## src/rtl/wb_sdrc_arbiter.sv

```systemverilog
// Round-robin Wishbone arbiter in front of the SDRAM controller slave port.
// The grant is held for a whole bus cycle, and a watchdog aborts cycles that are never acked.
module wb_sdrc_arbiter #(
    parameter int NUM_M   = 4,
    parameter int APP_AW  = 26,
    parameter int dw      = 32,
    parameter int TIMEOUT = 255,
    parameter int TO_W    = 8
) (
    input  logic                    wb_clk_i,
    input  logic                    wb_rst_i,
    input  logic                    sdr_init_done,
    input  logic [NUM_M-1:0]        m_cyc_i,
    input  logic [NUM_M-1:0]        m_stb_i,
    input  logic [NUM_M-1:0]        m_we_i,
    input  logic [NUM_M-1:0]        m_cti_i,
    input  logic [NUM_M*APP_AW-1:0] m_addr_i,
    input  logic [NUM_M*dw-1:0]     m_dat_i,
    input  logic [NUM_M*dw/8-1:0]   m_sel_i,
    output logic [NUM_M-1:0]        m_ack_o,
    output logic [NUM_M-1:0]        m_err_o,
    output logic [dw-1:0]           m_dat_o,
    output logic [NUM_M-1:0]        gnt_o,
    output logic                    s_cyc_o,
    output logic                    s_stb_o,
    output logic                    s_we_o,
    output logic                    s_cti_o,
    output logic [APP_AW-1:0]       s_addr_o,
    output logic [dw-1:0]           s_dat_o,
    output logic [dw/8-1:0]         s_sel_o,
    input  logic                    s_ack_i,
    input  logic [dw-1:0]           s_dat_i
);
    localparam int SW = dw / 8;
    localparam int LW = (NUM_M > 1) ? $clog2(NUM_M) : 1;

    localparam logic [1:0] S_IDLE  = 2'd0;
    localparam logic [1:0] S_BUSY  = 2'd1;
    localparam logic [1:0] S_DRAIN = 2'd2;

    logic [1:0]       state_q, state_d;
    logic [NUM_M-1:0] gnt_q, gnt_d;
    logic [LW-1:0]    last_q, last_d;
    logic [TO_W-1:0]  wdog_q, wdog_d;
    logic [NUM_M-1:0] err_q, err_d;

    logic              busy;
    logic              gcyc, gstb;
    logic [LW-1:0]     win, cand;
    int                idx;
    logic              mx_we, mx_cti;
    logic [APP_AW-1:0] mx_addr;
    logic [dw-1:0]     mx_dat;
    logic [SW-1:0]     mx_sel;

    // Outputs are also held quiet during the reset cycle itself.
    assign busy = (state_q == S_BUSY) && !wb_rst_i;
    assign gcyc = |(gnt_q & m_cyc_i);
    assign gstb = |(gnt_q & m_cyc_i & m_stb_i);

    // Round-robin scan starting just after the last winner.
    always_comb begin
        win  = last_q;
        cand = '0;
        idx  = 0;
        for (int i = 1; i <= NUM_M; i++) begin
            idx  = (int'(last_q) + i) % NUM_M;
            cand = LW'(idx);
            if (win == last_q && cand != last_q && m_cyc_i[cand])
                win = cand;
        end
        if (win == last_q && !m_cyc_i[last_q])
            win = last_q;
    end

    always_comb begin
        mx_we   = 1'b0;
        mx_cti  = 1'b0;
        mx_addr = '0;
        mx_dat  = '0;
        mx_sel  = '0;
        for (int k = 0; k < NUM_M; k++) begin
            if (gnt_q[k]) begin
                mx_we   = m_we_i[k];
                mx_cti  = m_cti_i[k];
                mx_addr = m_addr_i[k*APP_AW +: APP_AW];
                mx_dat  = m_dat_i[k*dw +: dw];
                mx_sel  = m_sel_i[k*SW +: SW];
            end
        end
    end

    assign s_cyc_o  = busy & gcyc;
    assign s_stb_o  = busy & gstb;
    assign s_we_o   = busy & mx_we;
    assign s_cti_o  = busy & mx_cti;
    assign s_addr_o = busy ? mx_addr : '0;
    assign s_dat_o  = busy ? mx_dat : '0;
    assign s_sel_o  = busy ? mx_sel : '0;
    assign m_ack_o  = busy ? (gnt_q & {NUM_M{s_ack_i}}) : '0;
    assign m_err_o  = wb_rst_i ? '0 : err_q;
    assign gnt_o    = wb_rst_i ? '0 : gnt_q;
    assign m_dat_o  = s_dat_i;

    always_comb begin
        state_d = state_q;
        gnt_d   = gnt_q;
        last_d  = last_q;
        wdog_d  = wdog_q;
        err_d   = '0;
        case (state_q)
            S_IDLE: begin
                wdog_d = '0;
                if (sdr_init_done && |m_cyc_i) begin
                    gnt_d   = NUM_M'(1) << win;
                    last_d  = win;
                    state_d = S_BUSY;
                end
            end
            S_BUSY: begin
                if (!gcyc) begin
                    state_d = S_IDLE;
                    gnt_d   = '0;
                    wdog_d  = '0;
                end else if (gstb && !s_ack_i) begin
                    if (TIMEOUT != 0 && wdog_q == TO_W'(TIMEOUT - 1)) begin
                        err_d   = gnt_q;
                        state_d = S_DRAIN;
                        wdog_d  = '0;
                    end else begin
                        wdog_d = wdog_q + TO_W'(1);
                    end
                end else begin
                    wdog_d = '0;
                end
            end
            S_DRAIN: begin
                wdog_d = '0;
                if (!gcyc) begin
                    state_d = S_IDLE;
                    gnt_d   = '0;
                end
            end
            default: begin
                state_d = S_IDLE;
                gnt_d   = '0;
                wdog_d  = '0;
            end
        endcase
    end

    always_ff @(posedge wb_clk_i) begin
        if (wb_rst_i) begin
            state_q <= S_IDLE;
            gnt_q   <= '0;
            last_q  <= LW'(NUM_M - 1);
            wdog_q  <= '0;
            err_q   <= '0;
        end else begin
            state_q <= state_d;
            gnt_q   <= gnt_d;
            last_q  <= last_d;
            wdog_q  <= wdog_d;
            err_q   <= err_d;
        end
    end
endmodule
```

## config.mk

```make
export PLATFORM = sky130hd
export DESIGN_NAME = wb_sdrc_arbiter
export DESIGN_NICKNAME = d
export VERILOG_FILES = /design/src/rtl/wb_sdrc_arbiter.sv
export SDC_FILE = /design/constraint.sdc
export NUM_CORES = 1
export LEC_CHECK = 0
export CAP_MARGIN = 20
export CORE_AREA = 2 2 160 162
export DETAILED_ROUTE_END_ITERATION = 8
export DIE_AREA = 0 0 162 164
export GPL_TIMING_DRIVEN = 0
export PLACE_DENSITY = 0.54
export SYNTH_ARGS = -nofsm -noshare
export SYNTH_HDL_FRONTEND = slang
export SYNTH_SLANG_ARGS = --single-unit
export TNS_END_PERCENT = 100
```

## constraint.sdc

```tcl
create_clock -name wb_clk_i -period 3.35 [get_ports wb_clk_i]
set_input_delay 0.335 -clock wb_clk_i [delete_from_list [all_inputs] [get_ports wb_clk_i]]
set_output_delay 0.335 -clock wb_clk_i [all_outputs]
set_load 0.01 [all_outputs]
```

# ---- Yosys cells after proc, flatten, opt, wreduce, memory -nomap -nowiden
# Cells that the tools add are included.
dict set report totals {
  regBits 20
  in_bits 300
  out_inout_bits 110
  wordCells 117
}
dict set report op_classes {
  addsub 5
  magnitude_cmp 5
  n_eq_ne 16
  shifts 1
  muxes 50
  n_bitwise 11
  reduce_logical 24
}
# operator n
set ops {}
lappend ops {{32-bit 2-to-1 mux} 5}
lappend ops {{26-bit 2-to-1 mux} 5}
lappend ops {{4-bit 2-to-1 mux} 10}
lappend ops {{2-bit 2-to-1 mux} 10}
lappend ops {{2-bit by 3-bit less-than comparator with 1-bit output, second input constant} 5}
lappend ops {{1-bit 2-to-1 mux} 13}
lappend ops {{4-bit AND} 3}
lappend ops {{4-bit OR reduction} 3}
lappend ops {{1-bit logical AND} 11}
lappend ops {{1-bit binary-select mux with 2-bit select} 5}
lappend ops {{5-bit OR reduction} 2}
lappend ops {{8-bit by 1-bit adder with 8-bit output, second input constant} 1}
lappend ops {{2-bit == test} 4}
lappend ops {{8-bit == test, second input constant} 1}
lappend ops {{2-bit != test} 4}
lappend ops {{4-bit one-hot mux with 2 select lines} 1}
lappend ops {{2-bit != test, second input constant} 3}
lappend ops {{3-bit by 2-bit != test with 1-bit output, second input constant} 2}
lappend ops {{2-bit one-hot mux with 3 select lines} 1}
lappend ops {{2-bit by 1-bit adder with 2-bit output, second input constant} 2}
lappend ops {{2-bit adder, second input constant} 2}
lappend ops {{1-bit AND} 4}
lappend ops {{1-bit inverter} 4}
lappend ops {{2-bit AND reduction} 2}
lappend ops {{7 further kinds} 9}

# ---- Longest topological paths before layout
# Gate-level depths: netlist of the first run.
dict set report logic_depth {
  word_depth 23
  ltp_mapped 8
  ltp_nobuf 6
}

# ---- Least setup slack after synthesis of the first run
# No wires, ideal clock.
dict set report synth_path {
  path_type {reg2out}
  startpoint {register gnt_q[1]}
  endpoint {output port s_addr_o[21]}
  arrival_time_ns 1.295
  required_ns 3.015
  setup_slack_ns 1.720
  path_stages_with_launch 9
  path_buffers 3
  cell_sequence {dfxtp_1 -> buf_2 -> nor2b_1 -> buf_2 -> buf_2 -> a221oi_1 -> nor3_1 -> a21oi_1 -> nor2_1}
}
dict set report synth_between {
  elab_chain_len 4
}
# item line_no
set synth_lines {}
lappend synth_lines {{from (decl)} 42} ;# logic [NUM_M-1:0] gnt_q, gnt_d;
lappend synth_lines {{from (signal assigned)} 161} ;# gnt_q <= gnt_d;
lappend synth_lines {{26-bit 2-to-1 mux (3 in series)} 83} ;# if (gnt_q[k]) begin
lappend synth_lines {{26-bit 2-to-1 mux} 97} ;# assign s_addr_o = busy ? mx_addr : '0;
lappend synth_lines {{to (decl)} 28} ;# output logic [APP_AW-1:0] s_addr_o,
# Every way passes these cells.

# ---- Final worst setup path of the first run
dict set report layout_path {
  startpoint {input port wb_rst_i}
  endpoint {output port s_addr_o[11]}
}
dict set report layout_between {
  elab_chain_len 3
}
# item line_no
set layout_lines {}
lappend layout_lines {{from (decl)} 11} ;# input logic wb_rst_i,
lappend layout_lines {{1-bit zero test} 57} ;# assign busy = (state_q == S_BUSY) && !wb_rst_i;
lappend layout_lines {{1-bit logical AND} 57}
lappend layout_lines {{26-bit 2-to-1 mux} 97}
# Every way passes these cells.

==> flow_summary.rst, run 1 <==
.. list-table::
   :header-rows: 1

   * - Metric
     - Value
   * - Count of standard-cell rows
     - 58
   * - Detail Placement HPWL
     - about 19,000 um
   * - Layout overhead on the synthesized area
     - 125.1%
   * - Clock network fraction of total power
     - 18.9%
   * - Final nets
     - ~1,200
   * - Antenna violations before repair
     - 0
   * - Aggregate global routing overflow
     - 0
   * - Switching power share of the total
     - between 30% and 40%
   * - Count of input and output buffers
     - approximately 380
   * - Setup skew after layout
     - approximately 2.8 ps
   * - DRC violation total after the first TritonRoute iteration
     - 260
   * - Fraction of power consumed by combinational cells
     - between 60% and 70%
   * - Starting density of the core
     - between 10% and 20%
   * - Routed wire length
     - between 20,000 and 25,000 um
   * - Die Area
     - ~27,000 um^2
   * - Yosys top cell by area
     - sky130_fd_sc_hd__a221oi_1
   * - Worst-path maximum fanout
     - 10
   * - Worst IR drop on VDD
     - 177.0 uV
   * - Worst slew margin relative to its limit
     - between 40% and 50%
   * - Final routed wire length divided by cell count
     - approximately 18 um
   * - Worst Setup Slack, final
     - between 200 and 250 ps
   * - Clock period minus worst slack
     - between 3000 and 4000 ps
   * - Num CTS Buffers
     - 3
   * - Internal power summed over all cells
     - around 0.95 mW
   * - Crit start category
     - input port
   * - Worst slack, placed
     - between 50 and 60 ps
   * - Global-route wire length before repair
     - 32,350 um
   * - Largest buffer count on any clock path
     - 2
   * - Setup repair after global routing missed its margin
     - false
   * - Setup CP Type
     - input port to output pin
   * - Arrival time worst endpoint
     - 2800 ps
   * - Endpoints failing setup
     - 0
   * - Maximum Capacitance Violations
     - 0
   * - Instance area at placement
     - about 7600 um^2
   * - Routability congestion estimate from global placement
     - around 0.82
   * - Pwr/cell area
     - 184.5 nW/um^2
   * - Leakage
     - between 2 and 3 nW
   * - Filler cells
     - between 2,000 and 3,000
   * - Final Max Tran Viols
     - 0
   * - Drt via density
     - roughly 4.3
   * - Setup tns final
     - 0 ps
   * - Fraction of layout instances using a drive strength above 1
     - ~8.5%
   * - Total number of clock tree sinks
     - 20
   * - Cell chosen for the clock root
     - sky130_fd_sc_hd__clkbuf_16
   * - Most common cell after layout, fill and taps aside
     - sky130_fd_sc_hd__clkdlybuf4s50_1
   * - Total standard cell area after synthesis
     - between 3000 and 4000 um^2
   * - Clock latency at the later pin of the worst-skew pair
     - about 250 ps
   * - Seq pwr share
     - roughly 18%
   * - Critical Path Sink Type
     - output pin
   * - Seq/Total Area, Yosys
     - about an eighth
   * - Largest net degree at the start of global routing
     - 12
   * - Antenna-violating nets left
     - 0
   * - H-tree depth reported by CTS
     - 1
   * - Die extent in y
     - 164 um
   * - Core Region
     - ~25,000 um^2
   * - Top cells by area, synth
     - sky130_fd_sc_hd__a221oi_1 (16%), sky130_fd_sc_hd__nor2b_1 (13%), sky130_fd_sc_hd__dfxtp_1 (12%), sky130_fd_sc_hd__a21oi_1 (10%), sky130_fd_sc_hd__nor3_1 (9.4%)
   * - Net count after synthesis
     - ~840
   * - Register bit total from synthesis
     - 20
   * - GRT Overall Usage
     - between 15 and 20%
   * - Detailed-route via count
     - 5,398
   * - Total iterations of the first detailed-routing run
     - 6
   * - Status
     - finished, final reports clean
   * - Unique cell type count in the Yosys netlist
     - 41
   * - IO Pins
     - between 400 and 500
   * - Type of the tightest min-delay check
     - flip-flop to flip-flop
   * - Required time worst endpoint
     - 3010 ps
   * - Clk slew on worst S/H paths
     - 60 ps
   * - Post-route core utilization
     - ~31%
   * - Vias in the first global route
     - around 5,400
   * - Reported net switching power
     - 0.4721 mW
   * - Transition time at the pin with the least slew margin
     - 788.3 ps
   * - Number of hold violations in the final report
     - 0
   * - Max Freq
     - 318.5 MHz
   * - Most frequent cells in the layout
     - sky130_fd_sc_hd__clkdlybuf4s50_1 (377), sky130_fd_sc_hd__nor2_1 (73), sky130_fd_sc_hd__nor2b_1 (69), sky130_fd_sc_hd__a21oi_1 (69)
   * - Diodes inserted
     - 0
   * - CTS tree
     - done
   * - Width of the die
     - roughly 160 um
   * - Remaining routing DRC violations
     - 0
   * - Area fraction of the dominant cell type after synthesis
     - 16.39%
   * - Total setup buffers inserted after CTS
     - 0
   * - Final Cell Area
     - 7697 um^2
   * - Syn_area_per_cell
     - between 6 and 7 um^2
   * - Final clock period utilization by the worst path
     - between 90% and 100%
   * - Final total power
     - 1.420 mW
   * - Yosys synthesis warning count
     - 0
   * - Gate count of the mapped netlist
     - roughly 540
==> sequential cells by signal (all words and copies together), names as in the netlist <==
name and cells:
wdog_q 8, err_q 4, gnt_q 4, last_q 2, state_q 2
==> critical path, stage by stage <==
cell and delay [ps]:
sky130_fd_sc_hd__clkdlybuf4s50_1 680, sky130_fd_sc_hd__inv_2 150, sky130_fd_sc_hd__nand2_1 150, sky130_fd_sc_hd__buf_2 300
sky130_fd_sc_hd__buf_1 500, sky130_fd_sc_hd__nor2_1 170, sky130_fd_sc_hd__clkdlybuf4s50_1 520
==> path summary, 6_finish.rpt <==
path,startpoint,depth (start not counted),endpoint,slack (ps)
worst min register to register,wdog_q[0]$_SDFF_PP0_,1,wdog_q[0]$_SDFF_PP0_,500
worst max-delay path,wb_rst_i,7,s_addr_o[11],210
worst max register to register,gnt_q[3]$_SDFFE_PP0P_,5,gnt_q[3]$_SDFFE_PP0P_,1390
worst min-delay path,wdog_q[0]$_SDFF_PP0_,1,wdog_q[0]$_SDFF_PP0_,500
==> Yosys cell counts <==
cell type and number:
sky130_fd_sc_hd__a21o_1 1, sky130_fd_sc_hd__a21oi_1 69, sky130_fd_sc_hd__a21oi_2 1, sky130_fd_sc_hd__a221oi_1 64, sky130_fd_sc_hd__a221oi_2 1, sky130_fd_sc_hd__a22oi_1 2
sky130_fd_sc_hd__a32oi_1 1, sky130_fd_sc_hd__and2_1 4, sky130_fd_sc_hd__and2_2 1, sky130_fd_sc_hd__and4_4 2, sky130_fd_sc_hd__buf_1 8, sky130_fd_sc_hd__buf_2 19
sky130_fd_sc_hd__buf_4 32, sky130_fd_sc_hd__clkbuf_1 24, sky130_fd_sc_hd__dfxtp_1 20, sky130_fd_sc_hd__ha_1 5, sky130_fd_sc_hd__inv_1 9, sky130_fd_sc_hd__inv_2 1
sky130_fd_sc_hd__nand2_1 19, sky130_fd_sc_hd__nand2b_1 3, sky130_fd_sc_hd__nand2b_4 1, sky130_fd_sc_hd__nand3_1 9, sky130_fd_sc_hd__nand3_2 1, sky130_fd_sc_hd__nand4_4 1
sky130_fd_sc_hd__nor2_1 73, sky130_fd_sc_hd__nor2_2 8, sky130_fd_sc_hd__nor2b_1 69, sky130_fd_sc_hd__nor3_1 64, sky130_fd_sc_hd__nor4_2 1, sky130_fd_sc_hd__o211ai_1 2
sky130_fd_sc_hd__o21a_1 2, sky130_fd_sc_hd__o21ai_0 4, sky130_fd_sc_hd__o21ai_1 2, sky130_fd_sc_hd__o31ai_2 1, sky130_fd_sc_hd__o32ai_1 4, sky130_fd_sc_hd__or3_1 1
sky130_fd_sc_hd__or3_4 1, sky130_fd_sc_hd__or4_1 1, sky130_fd_sc_hd__or4_4 1, sky130_fd_sc_hd__xnor2_1 2, sky130_fd_sc_hd__xor2_1 2
==> cell families (layout without fill, tap and decap cells) <==
| logic type | after synthesis | after routing | share of synthesized area (%) |
|---|---|---|---|
| AOI/OAI and AO/OA | 154 | 154 | 31.25 |
| xor gates and xnor gates | 4 | 4 | 1.025 |
| adders and majority gates | 5 | 5 | 1.829 |
| buffers and inverters | 93 | 474 | 14.42 |
| DFF | 20 | 20 | 11.71 |
| and+or+nand+nor | 260 | 260 | 39.77 |
==> per-stage QoR <==
| stage | cells | hold WS (ps) |
|---|---|---|
| floorplan | 536 | 426.9 |
| detailed placement | 1243 | 495.0 |
| global route | 1247 | 542.4 |
| CTS | 1247 | 506.9 |
| finish | 1247 | 500.6 |
| global placement | 1243 | 488.2 |
==> layout make-up <==
cell class | count | area, um^2 | area share (%)
Timing Repair Buffer | 377 | 3774 | 49.02
Buffer | 83 | 457.9 | 5.949
Multi-Input combinational cell | 423 | 2526 | 32.82
Clock buffer | 4 | 88.84 | 1.154
Tap cell | 330 | 412.9 | 5.364
Sequential cell | 20 | 400.4 | 5.202
Inverter | 10 | 37.54 | 0.4876
==> power groups by stage <==
stage	combinational, mW	clock (mW)	sequential (mW)
2_1_floorplan	0.370	0	0.256
3_3_place_gp	0.900	0	0.259
3_5_place_dp	0.899	0	0.259
4_1_cts	0.905	0.274	0.254
5_1_grt	0.978	0.287	0.255
6_report	0.898	0.269	0.253
==> metal layers <==
metal / wire length (um) / track usage (%) / vias to the layer above
li1: - / - / 2682
met3: 1866 / 3.460 / 15
met5: 0 / 0 / -
met4: 285 / 2.414 / 0
met2: 11190 / 28.41 / 244
met1: 9546 / 19.55 / 2457
==> timing repair <==
| action | 4_1_cts | 5_1_grt |
|---|---|---|
| setup endpoints to repair | 3 | 5 |
| resized for setup | 1 | 1 |
| hold buffers | 0 | 0 |
| hold endpoints to repair | 0 | 0 |
| cloned | 0 | 0 |
Note: power is estimated with default switching activity, not from simulation.
==> run 2, diff against run 1 <==
SLEW_MARGIN = 40   (was unset)
==> flow_summary.rst, run 2 (same netlist as run 1, synthesis figures left out) <==
.. list-table::
   :header-rows: 1

   * - Metric
     - Value
   * - Worst path buffer plus inverter count
     - 5 (unchanged)
   * - Die extent in y
     - 164 um (unchanged)
   * - Critical Path Sink Type
     - output pin
   * - Register ranked first by flip-flop count
     - wdog_q
   * - Setup repair after global routing missed its margin
     - false
   * - Layout overhead on the synthesized area
     - 125.1% (unchanged)
   * - Clock network fraction of total power
     - 18.8% (about the same)
   * - Required time worst endpoint
     - 3010 ps (about the same)
   * - Width of the die
     - 162 um (unchanged)
   * - Largest stage delay on the critical path
     - 670 ps (about the same)
   * - Maximum Capacitance Violations
     - 0 (unchanged)
   * - Core Region
     - 24,820 um^2 (unchanged)
   * - Most common cell after layout, fill and taps aside
     - sky130_fd_sc_hd__clkdlybuf4s50_1
   * - Slowest stage cell, crit path
     - sky130_fd_sc_hd__clkdlybuf4s50_1
   * - Transition time at the pin with the least slew margin
     - 782.0 ps (-6.313 ps)
   * - Count of standard-cell rows
     - 58 (unchanged)
   * - Remaining routing DRC violations
     - 0 (unchanged)
   * - Final routed wire length divided by cell count
     - 18.35 um (about the same)
   * - Final clock period utilization by the worst path
     - 93.44% (-0.28 points)
   * - Worst slew margin relative to its limit
     - 47.87% (+0.42 points)
   * - Pwr/cell area
     - 184.5 nW/um^2 (about the same)
   * - CTS tree
     - done
   * - Most frequent cells in the layout
     - sky130_fd_sc_hd__clkdlybuf4s50_1 (377), sky130_fd_sc_hd__nor2_1 (73), sky130_fd_sc_hd__nor2b_1 (69), sky130_fd_sc_hd__a21oi_1 (69)
   * - Category of cells accounting for the largest share of critical-path delay
     - buffers and inverters
   * - Final Max Tran Viols
     - 0 (unchanged)
   * - Cell Chain, Critical Path
     - clkdlybuf4s50_1 -> inv_2 -> nand2_1 -> buf_2 -> buf_1 -> nor2_1 -> clkdlybuf4s50_1
   * - Antenna-violating nets left
     - 0 (unchanged)
   * - Routability congestion estimate from global placement
     - 0.8208 (unchanged)
   * - Seq pwr share
     - 17.8% (about the same)
   * - Vias in the first global route
     - 5,376 (-0.30%)
   * - Arrival time worst endpoint
     - 2800 ps (about the same)
   * - Drt via density
     - 4.365 (+0.83%)
   * - Total area of sequential cells
     - 400.4 um^2 (unchanged)
   * - Aggregate global routing overflow
     - 0 (unchanged)
   * - Starting density of the core
     - 13.78% (unchanged)
   * - Setup tns final
     - 0 ps (unchanged)
   * - Multi-input gate area in the final layout
     - 2526 um^2 (unchanged)
   * - Type of the tightest min-delay check
     - flip-flop to flip-flop
   * - Largest registers
     - wdog_q: 8 flops, err_q: 4 flops, gnt_q: 4 flops
   * - Instance area at placement
     - 7607 um^2 (about the same)
   * - Setup CP Type
     - input port to output pin
   * - Filler cells
     - 2,735 (+0.59%)
   * - Crit start category
     - input port
   * - Final Cell Area
     - 7697 um^2 (unchanged)
   * - Largest register FFs
     - 8 (unchanged)
   * - Cell chosen for the clock root
     - sky130_fd_sc_hd__clkbuf_16
   * - Fraction of layout instances using a drive strength above 1
     - 8.506% (unchanged)
   * - Global-route wire length before repair
     - 32,160 um (-0.60%)
   * - Clock latency at the later pin of the worst-skew pair
     - 250 ps (about the same)
   * - Clock period minus worst slack
     - 3130 ps (-9.228 ps)
   * - IO Pins
     - 410 (unchanged)
   * - Diodes inserted
     - 0 (unchanged)
   * - Number of hold violations in the final report
     - 0 (unchanged)
   * - Detailed-route via count
     - 5,443 (+0.83%)
   * - Num CTS Buffers
     - 3 (unchanged)
   * - Total setup buffers inserted after CTS
     - 0 (unchanged)
   * - Worst-path maximum fanout
     - 10 (unchanged)
   * - Largest net degree at the start of global routing
     - 12 (unchanged)
   * - Setup skew after layout
     - 2.652 ps (-0.1416 ps)
   * - Internal power summed over all cells
     - 0.9480 mW (about the same)
   * - Critical Path Most Common Cell
     - sky130_fd_sc_hd__clkdlybuf4s50_1
   * - Final nets
     - 1,223 (unchanged)
   * - Detail Placement HPWL
     - 18,830 um (+0.10%)
   * - Antenna violations before repair
     - 0 (unchanged)
   * - Clk slew on worst S/H paths
     - 50 ps (about the same)
   * - Total iterations of the first detailed-routing run
     - 4 (-2)
   * - DRC violation total after the first TritonRoute iteration
     - 273 (+5.0%)
   * - Routed wire length
     - 22,880 um (about the same)
   * - Max Freq
     - 319.5 MHz (+0.29%)
   * - Fraction of power consumed by combinational cells
     - 63.4% (+0.2 points)
   * - H-tree depth reported by CTS
     - 1 (unchanged)
   * - Endpoints failing setup
     - 0 (unchanged)
   * - Switching power share of the total
     - 33.25% (about the same)
   * - Leakage
     - 2.707 nW (unchanged)
   * - Count of input and output buffers
     - 377 (unchanged)
   * - Reported net switching power
     - 0.4722 mW (about the same)
   * - Worst IR drop on VDD
     - 179.3 uV (+1.3%)
   * - Total number of clock tree sinks
     - 20 (unchanged)
   * - Status
     - finished, final reports clean
   * - Largest buffer count on any clock path
     - 2 (unchanged)
   * - Die Area
     - 26,570 um^2 (unchanged)
   * - GRT Overall Usage
     - 15.66% (-0.10 points)
[run 2: cell counts in the layout (fill, tap and decap cells not counted)]
No cell type changed its count.
[run 2: worst register-to-register path, cell delays in order, from the launching register on]
cell and delay (ps):
sky130_fd_sc_hd__dfxtp_1 300, sky130_fd_sc_hd__buf_2 190, sky130_fd_sc_hd__buf_2 350, sky130_fd_sc_hd__clkbuf_1 640, sky130_fd_sc_hd__nand2_1 240, sky130_fd_sc_hd__o32ai_1 180
[run 2: per-stage QoR]
stage,power (mW),util (%),hold slack [ps],worst slack [ps],std cells
finish,1.420,31.01,503.1,219.7,1247
detailed placement,1.158,30.65,495.7,86.85,1243
CTS,1.433,31.01,505.2,84.02,1247
floorplan,0.6254,-,426.9,1720,536
global placement,1.159,30.65,488.2,64.78,1243
global route,1.520,31.01,542.4,48.37,1247
[run 2: path summary, 6_finish.rpt]
check                         from               endpoint  slack [ps]  depth (start not counted)
max reg2reg  gnt_q[3]$_SDFFE_PP0P_  gnt_q[3]$_SDFFE_PP0P_        1360                          5
min reg2reg   wdog_q[0]$_SDFF_PP0_   wdog_q[0]$_SDFF_PP0_         500                          1
min           wdog_q[0]$_SDFF_PP0_   wdog_q[0]$_SDFF_PP0_         500                          1
max                       wb_rst_i           s_addr_o[11]         220                          7
[run 2: layout make-up]
class | instances | share of cell area, %
tap | 330 | 5.364
multi-input combinational | 423 | 32.82
buffer | 83 | 5.949
sequential | 20 | 5.202
timing repair buffer | 377 | 49.02
clock buffer | 4 | 1.154
inverter | 10 | 0.4876
[run 2: repair_timing]
item | in CTS | in global routing
hold buffers | 0 | 0
resized for setup | 0 | 1
endpoints found under the setup margin | 0 | 1
[run 2: routing by layer]
layer | wire length, um | part of all wire, % | up-vias | global-route usage (%)
met3 | 1873 | 8.2 | 13 | 3.308
met4 | 252 | 1.1 | 0 | 2.011
li1 | - | - | 2684 | -
met1 | 9559 | 42 | 2500 | 19.44
met2 | 11200 | 49 | 246 | 28.49
met5 | 0 | 0 | - | 0
[run 2: power groups by stage]
| stage | registers [mW] | clock network (mW) | logic [mW] |
|---|---|---|---|
| after floorplan | 0.256 | 0 | 0.370 |
| after global placement | 0.259 | 0 | 0.900 |
| after detailed placement | 0.259 | 0 | 0.899 |
| after CTS | 0.254 | 0.274 | 0.905 |
| after global routing | 0.255 | 0.287 | 0.978 |
| final | 0.253 | 0.267 | 0.900 |
